### config.mk
export PLATFORM = sky130hd
export DESIGN_NAME = ibex_instr_bus_arb_flat
export DESIGN_NICKNAME = d
export VERILOG_FILES = /design/src/rtl/ibex_instr_bus_arb_pkg.sv /design/src/rtl/ibex_instr_bus_arb_if.sv /design/src/rtl/ibex_instr_arb_idq.sv /design/src/rtl/ibex_instr_bus_arb.sv /design/src/flat_wrapper.sv
export SDC_FILE = /design/constraint.sdc
export NUM_CORES = 1
export LEC_CHECK = 0
export ABC_AREA = 1
export BUFFER_PORTS_ARGS = -buffer_cell sky130_fd_sc_hd__buf_2
export CAP_MARGIN = 15
export CORE_AREA = 2 2 81 83
export CTS_CLUSTER_SIZE = 28
export DETAILED_ROUTE_END_ITERATION = 8
export DIE_AREA = 0 0 83 85
export PLACE_DENSITY_LB_ADDON = 0.2
export SYNTH_ARGS = -nofsm -noshare
export SYNTH_HDL_FRONTEND = slang
export SYNTH_SLANG_ARGS = --single-unit
### constraint.sdc
create_clock -name clk_i -period 2.4 [get_ports clk_i]
set_clock_uncertainty 0.2 [all_clocks]
set_input_delay 0.48 -clock clk_i [delete_from_list [all_inputs] [get_ports clk_i]]
set_output_delay 0.48 -clock clk_i [all_outputs]
set_load 0.05 [all_outputs]
### src/rtl/ibex_instr_bus_arb_pkg.sv
// Shared types and limits for the instruction-bus arbiter slice.
package ibex_instr_bus_arb_pkg;

  typedef enum logic {
    HOST_IF  = 1'b0,
    HOST_AUX = 1'b1
  } host_id_e;

  localparam int unsigned MAX_OUTSTANDING_LIMIT = 4;

endpackage

### src/rtl/ibex_instr_bus_arb_if.sv
// req/gnt/rvalid instruction bus; master issues requests, slave answers them.
interface ibex_instr_bus_arb_if;
  logic        req;
  logic [31:0] addr;
  logic        gnt;
  logic        rvalid;
  logic [31:0] rdata;
  logic        err;

  modport master (
    output req, addr,
    input  gnt, rvalid, rdata, err
  );

  modport slave (
    input  req, addr,
    output gnt, rvalid, rdata, err
  );
endinterface

### src/rtl/ibex_instr_arb_idq.sv
// In-order source-ID FIFO: remembers which host issued each granted request.
module ibex_instr_arb_idq #(
  parameter int unsigned Depth = 2,
  localparam int unsigned PtrW = (Depth > 1) ? $clog2(Depth) : 1,
  localparam int unsigned CntW = $clog2(Depth + 1)
) (
  input  logic            clk_i,
  input  logic            rst_ni,
  input  logic            push_i,
  input  logic            data_i,
  input  logic            pop_i,
  output logic            head_o,
  output logic [CntW-1:0] count_o,
  output logic            full_o,
  output logic            empty_o
);

  logic [Depth-1:0] mem_q, mem_d;
  logic [PtrW-1:0]  wptr_q, wptr_d, rptr_q, rptr_d;
  logic [CntW-1:0]  count_q, count_d;
  logic             push_ok, pop_ok;

  assign full_o  = (count_q == CntW'(Depth));
  assign empty_o = (count_q == '0);
  assign count_o = count_q;
  assign head_o  = mem_q[rptr_q];
  assign push_ok = push_i & ~full_o;
  assign pop_ok  = pop_i & ~empty_o;

  always_comb begin
    mem_d   = mem_q;
    wptr_d  = wptr_q;
    rptr_d  = rptr_q;
    count_d = count_q;
    if (push_ok) begin
      mem_d[wptr_q] = data_i;
      wptr_d = (wptr_q == PtrW'(Depth - 1)) ? '0 : wptr_q + 1'b1;
    end
    if (pop_ok) begin
      rptr_d = (rptr_q == PtrW'(Depth - 1)) ? '0 : rptr_q + 1'b1;
    end
    case ({push_ok, pop_ok})
      2'b10:   count_d = count_q + 1'b1;
      2'b01:   count_d = count_q - 1'b1;
      default: count_d = count_q;
    endcase
  end

  always_ff @(posedge clk_i or negedge rst_ni) begin
    if (!rst_ni) begin
      mem_q   <= '0;
      wptr_q  <= '0;
      rptr_q  <= '0;
      count_q <= '0;
    end else begin
      mem_q   <= mem_d;
      wptr_q  <= wptr_d;
      rptr_q  <= rptr_d;
      count_q <= count_d;
    end
  end

endmodule

### src/rtl/ibex_instr_bus_arb.sv
// Round-robin arbiter sharing one instruction-memory port between two fetch hosts,
// with in-order response routing via a source-ID queue.
module ibex_instr_bus_arb
  import ibex_instr_bus_arb_pkg::*;
#(
  parameter int unsigned MaxOutstanding = 2
) (
  input  logic                        clk_i,
  input  logic                        rst_ni,
  ibex_instr_bus_arb_if.slave         h0_bus,
  ibex_instr_bus_arb_if.slave         h1_bus,
  ibex_instr_bus_arb_if.master        dev_bus,
  output logic                        busy_o,
  output logic                        spurious_rvalid_o
);

  localparam int unsigned CntW = $clog2(MaxOutstanding + 1);

  host_id_e        sel;
  host_id_e        last_q, last_d;
  host_id_e        lock_sel_q, lock_sel_d;
  logic            lock_q, lock_d;
  logic            spurious_q, spurious_d;
  logic            req_sel, dev_req, grant, resp_ok;
  logic            head, full, empty;
  logic [CntW-1:0] count;

  // A pending un-granted request pins the selection so the address stays stable.
  always_comb begin
    sel = HOST_IF;
    if (lock_q) begin
      sel = lock_sel_q;
    end else begin
      case ({h1_bus.req, h0_bus.req})
        2'b01:   sel = HOST_IF;
        2'b10:   sel = HOST_AUX;
        2'b11:   sel = host_id_e'(~last_q);
        default: sel = HOST_IF;
      endcase
    end
  end

  assign req_sel      = (sel == HOST_AUX) ? h1_bus.req : h0_bus.req;
  assign dev_req      = req_sel & ~full;
  assign grant        = dev_bus.gnt & dev_req;
  assign resp_ok      = dev_bus.rvalid & ~empty;

  assign dev_bus.req  = dev_req;
  assign dev_bus.addr = (sel == HOST_AUX) ? h1_bus.addr : h0_bus.addr;

  assign h0_bus.gnt    = grant & (sel == HOST_IF);
  assign h1_bus.gnt    = grant & (sel == HOST_AUX);
  assign h0_bus.rvalid = resp_ok & ~head;
  assign h1_bus.rvalid = resp_ok & head;
  assign h0_bus.err    = resp_ok & ~head & dev_bus.err;
  assign h1_bus.err    = resp_ok & head & dev_bus.err;
  assign h0_bus.rdata  = dev_bus.rdata;
  assign h1_bus.rdata  = dev_bus.rdata;

  assign busy_o            = (count != '0);
  assign spurious_rvalid_o = spurious_q;

  // Lock drops on grant or when the locked host withdraws its request.
  always_comb begin
    lock_d     = dev_req & ~dev_bus.gnt;
    lock_sel_d = lock_d ? sel : lock_sel_q;
    last_d     = grant ? sel : last_q;
    spurious_d = spurious_q | (dev_bus.rvalid & empty);
  end

  always_ff @(posedge clk_i or negedge rst_ni) begin
    if (!rst_ni) begin
      lock_q     <= 1'b0;
      lock_sel_q <= HOST_IF;
      last_q     <= HOST_AUX;
      spurious_q <= 1'b0;
    end else begin
      lock_q     <= lock_d;
      lock_sel_q <= lock_sel_d;
      last_q     <= last_d;
      spurious_q <= spurious_d;
    end
  end

  ibex_instr_arb_idq #(
    .Depth (MaxOutstanding)
  ) u_idq (
    .clk_i   (clk_i),
    .rst_ni  (rst_ni),
    .push_i  (grant),
    .data_i  (sel),
    .pop_i   (resp_ok),
    .head_o  (head),
    .count_o (count),
    .full_o  (full),
    .empty_o (empty)
  );

endmodule

### src/flat_wrapper.sv
// flat-port wrapper written by rule: the top's interface ports become plain ports
module ibex_instr_bus_arb_flat import ibex_instr_bus_arb_pkg::*;
#(
  parameter int unsigned MaxOutstanding = 2
)
  (clk_i, rst_ni, busy_o, spurious_rvalid_o, h0_bus_req, h0_bus_addr, h0_bus_gnt, h0_bus_rvalid, h0_bus_rdata, h0_bus_err, h1_bus_req, h1_bus_addr, h1_bus_gnt, h1_bus_rvalid, h1_bus_rdata, h1_bus_err, dev_bus_req, dev_bus_addr, dev_bus_gnt, dev_bus_rvalid, dev_bus_rdata, dev_bus_err);
  ibex_instr_bus_arb_if h0_bus_i ();
  ibex_instr_bus_arb_if h1_bus_i ();
  ibex_instr_bus_arb_if dev_bus_i ();
  input  logic clk_i;
  input  logic rst_ni;
  output logic busy_o;
  output logic spurious_rvalid_o;
  input wire logic [$bits(h0_bus_i.req)-1:0] h0_bus_req;
  input wire logic [$bits(h0_bus_i.addr)-1:0] h0_bus_addr;
  output wire logic [$bits(h0_bus_i.gnt)-1:0] h0_bus_gnt;
  output wire logic [$bits(h0_bus_i.rvalid)-1:0] h0_bus_rvalid;
  output wire logic [$bits(h0_bus_i.rdata)-1:0] h0_bus_rdata;
  output wire logic [$bits(h0_bus_i.err)-1:0] h0_bus_err;
  input wire logic [$bits(h1_bus_i.req)-1:0] h1_bus_req;
  input wire logic [$bits(h1_bus_i.addr)-1:0] h1_bus_addr;
  output wire logic [$bits(h1_bus_i.gnt)-1:0] h1_bus_gnt;
  output wire logic [$bits(h1_bus_i.rvalid)-1:0] h1_bus_rvalid;
  output wire logic [$bits(h1_bus_i.rdata)-1:0] h1_bus_rdata;
  output wire logic [$bits(h1_bus_i.err)-1:0] h1_bus_err;
  output wire logic [$bits(dev_bus_i.req)-1:0] dev_bus_req;
  output wire logic [$bits(dev_bus_i.addr)-1:0] dev_bus_addr;
  input wire logic [$bits(dev_bus_i.gnt)-1:0] dev_bus_gnt;
  input wire logic [$bits(dev_bus_i.rvalid)-1:0] dev_bus_rvalid;
  input wire logic [$bits(dev_bus_i.rdata)-1:0] dev_bus_rdata;
  input wire logic [$bits(dev_bus_i.err)-1:0] dev_bus_err;
  assign h0_bus_i.req = h0_bus_req;
  assign h0_bus_i.addr = h0_bus_addr;
  assign h0_bus_gnt = h0_bus_i.gnt;
  assign h0_bus_rvalid = h0_bus_i.rvalid;
  assign h0_bus_rdata = h0_bus_i.rdata;
  assign h0_bus_err = h0_bus_i.err;
  assign h1_bus_i.req = h1_bus_req;
  assign h1_bus_i.addr = h1_bus_addr;
  assign h1_bus_gnt = h1_bus_i.gnt;
  assign h1_bus_rvalid = h1_bus_i.rvalid;
  assign h1_bus_rdata = h1_bus_i.rdata;
  assign h1_bus_err = h1_bus_i.err;
  assign dev_bus_req = dev_bus_i.req;
  assign dev_bus_addr = dev_bus_i.addr;
  assign dev_bus_i.gnt = dev_bus_gnt;
  assign dev_bus_i.rvalid = dev_bus_rvalid;
  assign dev_bus_i.rdata = dev_bus_rdata;
  assign dev_bus_i.err = dev_bus_err;
  ibex_instr_bus_arb #(.MaxOutstanding(MaxOutstanding)) u_core (.clk_i(clk_i), .rst_ni(rst_ni), .h0_bus(h0_bus_i), .h1_bus(h1_bus_i), .dev_bus(dev_bus_i), .busy_o(busy_o), .spurious_rvalid_o(spurious_rvalid_o));
endmodule
# Word level (Yosys, flattened, before mapping)
# Index checks and enable logic that the tools add are counted.
# totals
inputBits	103
reg_bits	10
out_inout_bits	105
elab_cells	56
# op_classes
n_addsub	4
bitwise_logic	20
n_reduce_logical	4
magnitude_cmp	3
n_mux	12
n_eq_ne	5
# ops
op	count
two-way mux 32 bit	1
AND 1 bit	13
== test 2 bit, second input constant	4
two-way mux 1 bit	7
NOT 1 bit	6
less-than comparator 1 x 2 -> 1 bit, second input constant	2
case mux 2 bit (2 select lines)	1
nonzero test 2 bit	2
adder 1 bit, second input constant	2
adder 2 x 1 -> 2 bit, second input constant	1
bitwise mux 2 bit	1
== test 2 x 1 -> 1 bit, second input constant	1
logical NOT 2 bit	1
case mux 1 bit (2 select lines)	1
subtractor 2 x 1 -> 2 bit, second input constant	1
demux 1 bit (select 1 bit)	1
greater-or-equal comparator 1 bit, second input constant	1
logical AND 1 bit	1
bitwise OR 1 bit	1

# Logic depth before layout (Yosys ltp)
# logic_depth
ltp_word	9
mapped_depth	8
depth_no_buf	8

# Hierarchy
# Synthesis repeated with hierarchy kept, for this count alone.
# unflattened
hier_cells	248
hier_area_um2	1549.0
# by_module_without_submodules
module	seq_area_each_um2	instances	area_each_um2	cells_each
ibex_instr_bus_arb	101.3	1	1213.7	205
ibex_instr_arb_idq	150.1	1	335.3	43

# Worst setup path before layout
# OpenSTA, ideal clock, no wires.
# synth_path
path_kind	register -> output
startpoint	reg u_core.u_idq.count_q[0], in the netlist u_core.u_idq.count_o[0]
endpoint	out h0_bus_err
t_required_ns	1.720
path_slack_ns	-0.222
path_stages_with_launch	4
arrival_ns	1.942
n_path_buf	0
path_cell_list	dfrtp_1 or2_2 nand2_2 nor3_1
# synth_via
elab_chain_len	5
# synth_rtl
item	line	rtl
start, declared	ibex_instr_arb_idq.sv:20	logic [CntW-1:0] count_q, count_d;
start signal, assigned	ibex_instr_arb_idq.sv:59	count_q <= count_d;
logical NOT 2 bit	ibex_instr_arb_idq.sv:24	assign empty_o = (count_q == '0);
NOT 1 bit	ibex_instr_bus_arb.sv:46	assign resp_ok = dev_bus.rvalid & ~empty;
AND 1 bit	ibex_instr_bus_arb.sv:46	
AND 1 bit (2 in a row)	ibex_instr_bus_arb.sv:55	assign h0_bus.err = resp_ok & ~head & dev_bus.err;
end, declared	flat_wrapper.sv:19	output wire logic [$bits(h0_bus_i.err)-1:0] h0_bus_err;
# Every way passes these cells.

# Final worst setup path
# layout_path
startpoint	reg u_core.last_q
endpoint	out dev_bus_addr[3]
# layout_via
elab_chain_len	4
# layout_rtl
item	line	rtl
start, declared	ibex_instr_bus_arb.sv:20	host_id_e last_q, last_d;
start signal, assigned	ibex_instr_bus_arb.sv:80	last_q <= last_d;
NOT 1 bit	ibex_instr_bus_arb.sv:37	2'b11: sel = host_id_e'(~last_q);
case mux 1 bit (2 select lines)	ibex_instr_bus_arb.sv:34	case ({h1_bus.req, h0_bus.req})
two-way mux 1 bit	ibex_instr_bus_arb.sv:31	if (lock_q) begin
two-way mux 32 bit	ibex_instr_bus_arb.sv:49	assign dev_bus.addr = (sel == HOST_AUX) ? h1_bus.addr : h0_bus.addr;
end, declared	flat_wrapper.sv:27	output wire logic [$bits(dev_bus_i.addr)-1:0] dev_bus_addr;
# Every way passes these cells.

==> run_results.csv <==
group,metric,value,unit
logic_synthesis,yosysTopAreaCellShare,0.3508,
setup_path,crit_path_top_delay_cell,"dfstp_2",
sta,post-route-period-util,0.9541,
logic_synthesis,async_flop_share,1.000,
logic_synthesis,yosys.area.top_type,"buf_4",
setup_path,critPathKind,"reg -> out",
placement,place_ws,200.8,ps
min_path,min_path_type,"reg -> reg",
logic_synthesis,synthCells,232,
sta,worst_pin_slew,315.3,ps
floorplanning,initial_core_util,0.2311,
floorplanning,die_area,7055,um2
sta,worst_slack,110.1,ps
pwr,peakVddDrop,563.4,uV
logic_synthesis,yosysMostFrequentCell,"nand2_1",
routing,drc,0,
pwr,powerDensity,1296,nW/um2
setup_path,cp_max_fo,16,
global_route,antenna_found_initial,0,
clock_network,clk_pin_slew,50,ps
logic_synthesis,synth_edf_count,0,
logic_synthesis,synth_seq_area_share,0.1754,
logic_synthesis,syn-cell-area,1434,um2
job,cap_violations,0,
pwr,p_leak,1.077,nW
pwr,power,0.002186,W
logic_synthesis,netlist_top_cells_area,"buf_4 (35%), nand2_1 (29%), dfrtp_1 (16%), inv_1 (2.6%), dfstp_2 (1.8%)",
setup_path,crit_path_frequent_cell,"nand2_1",
logic_synthesis,ys_ff_latch,10,
layout,regArea,251.5,um2
floorplanning,die-height,85,um
layout,multiInputGateArea,619.3,um2
routing,drt_wl_total,3.886,mm
setup_path,path_cells,"nand2_1, nand3_2, nand2_2, inv_2, buf_6, nand2_1, nand2_1, buf_2",
clock_network,h-tree-depth,1,
logic_synthesis,syn_avg_cell_area,6.180,um2
setup_path,r2r_slack,430,ps
setup_path,cp.required,1720,ps
sta,max_slew_margin,0.7876,
routing,drtPass1Iterations,4,
sta,setup_violations,0,
floorplanning,io_pins,208,
layout,layout-drive-gt1-share,0.4610,
clock_network,clock_path_buffers,2,
routing,wire_per_inst,10.82,um
logic_synthesis,synth_fa_ha_area_frac,0.008726,
logic_synthesis,synth_nets,336,
placement,gp_congestion,0.6810,
floorplanning,chipWidth,83,um
clock_network,cts_tree,"done",
clock_network,clock-root-buffer,"clkbuf_8",
global_route,grtUsageTotal,0.1036,
routing,dr_total_vias,1434,
floorplanning,num_rows,29,
logic_synthesis,synth_compound_area_frac,0.02269,
layout,syn2layout_area_growth,17.63,%
floorplanning,design.core.area,6205,um2
setup_path,cp_slowest_stage_delay,540,ps
logic_synthesis,synthSimpleGateAreaFrac,0.3822,
placement,dp_hpwl,3.192,mm
sta,fmax,436.7,MHz
sta,rsz0062_at_grt,"no",
logic_synthesis,synth-xor-area-share,0.01832,
layout,fill_cells,735,
logic_synthesis,yosys_warnings,0,
sta,finalCriticalPeriod,2290,ps
sta,slew_violations,0,
clock_network,cts.sinks,10,
layout,antenna_cells,0,
logic_synthesis,synth.area.mux_share,0,
logic_synthesis,synth_top_family_by_area,"buffers and inverters",
status,outcome,"finished, final reports clean",
clock_network,worstSkewPairLatency,240,ps
logic_synthesis,synth.distinct_cells,25,
setup_path,cp-start-kind,"register",
global_route,grt_max_degree,21,
logic_synthesis,netlist_top_cells_count,"nand2_1 (109), buf_4 (67), inv_1 (10)",
routing,via_per_inst,3.994,
placement,port_buffers,111,
setup_path,cp.arrival,1610,ps
global_route,grt_pass1_vias,1318,
sta,hold_viol_final,0,
global_route,overflow,0,
setup_path,critPathCaptureType,"output pin",
routing,ant_nets,0,
logic_synthesis,ys.flop_type,"dfrtp_1",
clock_network,cts_inserted_buffers,3,
layout,num-nets-final,387,
global_route,grt_pass1_wl,6.051,mm
routing,first_iter_violations,29,
==> worst max-delay path, delay by kind of cell, from the launching register on <==
kind                   cells  cell delay (ps)
flip-flops                 1              540
buffers and inverters      3              510
AND/OR/NAND/NOR            5              330
==> cell usage in the layout, fill, tap and decap left out, types with 2 or more instances in the layout <==
master	synthesis	layout
inv_1	10	10
dfrtp_1	9	9
nor2_2	2	2
buf_2	3	104
nand4_1	2	2
nand2_1	109	109
nand3_2	2	2
o21ai_0	2	2
clkbuf_4	0	7
inv_2	2	2
xor2_1	2	2
nor2_1	6	6
clkbuf_8	0	3
o21ai_1	2	2
nand2_2	2	2
nor3_1	2	2
buf_4	67	2
==> report_power, final <==
part	switching (W)	internal, W
combinational	0.00127	0.000442
clock	0.0000645	0.000116
sequential	0.0000520	0.000246
total	0.00138	0.000804
==> worst paths after layout <==
kind                       depth (start not counted)                                 from                             endpoint
setup / recovery                                   8            u_core.last_q$_DFFE_PN1N_                      dev_bus_addr[3]
hold / removal                                     1   u_core.spurious_rvalid_o$_DFF_PN0_   u_core.spurious_rvalid_o$_DFF_PN0_
setup reg to reg                                   7  u_core.u_idq.count_o[0]$_DFFE_PN0P_  u_core.u_idq.count_o[1]$_DFFE_PN0P_
hold reg to reg                                    1   u_core.spurious_rvalid_o$_DFF_PN0_   u_core.spurious_rvalid_o$_DFF_PN0_
max in group asynchronous                          2                               rst_ni            u_core.last_q$_DFFE_PN1N_
min in group asynchronous                          2                               rst_ni  u_core.u_idq.count_o[1]$_DFFE_PN0P_
==> cell type report <==
type / count / share of cell area
sequential: 10 / 0.1491
timing repair buffer: 116 / 0.3731
tap: 77 / 0.05712
multi-input combinational: 140 / 0.3672
inverter: 12 / 0.02671
clock buffer: 4 / 0.02671
==> flip-flops by register name, indices dropped and copies added (netlist names) <==
name / flops
u_core.lock_sel_q: 1
u_core.u_idq.wptr_q: 1
u_core.u_idq.mem_q: 2
u_core.spurious_rvalid_o: 1
u_core.u_idq.rptr_q: 1
u_core.u_idq.count_o: 2
u_core.lock_q: 1
u_core.last_q: 1
==> routing by layer <==
layer	vias to the layer above	share of wire	global-route usage
li1	733	-	-
met1	592	0.39	0.1201
met2	81	0.47	0.1752
met3	28	0.093	0.02335
met4	0	0.042	0.06110
met5	-	0	0
==> stage by stage <==
step / cell area (um2) / setup TNS [ps] / hold slack, ps / std cells / util
2_1_floorplan: 1434 / -443.9 / -15.59 / 232 / -
3_3_place_gp: 1610 / 0 / 163.3 / 354 / 0.2595
3_5_place_dp: 1610 / 0 / 161.4 / 354 / 0.2595
4_1_cts: 1665 / 0 / 287.1 / 359 / 0.2684
5_1_grt: 1687 / 0 / 303.4 / 359 / 0.2718
6_report: 1687 / 0 / 286.4 / 359 / 0.2718
==> cell families (layout without fill, tap and decap cells) <==
| group | Yosys count | after routing |
|---|---|---|
| adders and majority gates | 1 | 1 |
| and+or+nand+nor | 130 | 130 |
| buffers and inverters | 82 | 132 |
| DFF | 10 | 10 |
| xor gates and xnor gates | 3 | 3 |
| AOI/OAI and AO/OA | 6 | 6 |
==> repair_timing <==
| item | CTS | global route |
|---|---|---|
| buffers inserted | 0 | 0 |
| endpoints found under the hold margin | 9 | 0 |
| endpoints found under the setup margin | 0 | 14 |
| resized for setup | 0 | 8 |
| hold buffers | 1 | 0 |
Note: power is estimated with default switching activity, not from simulation.
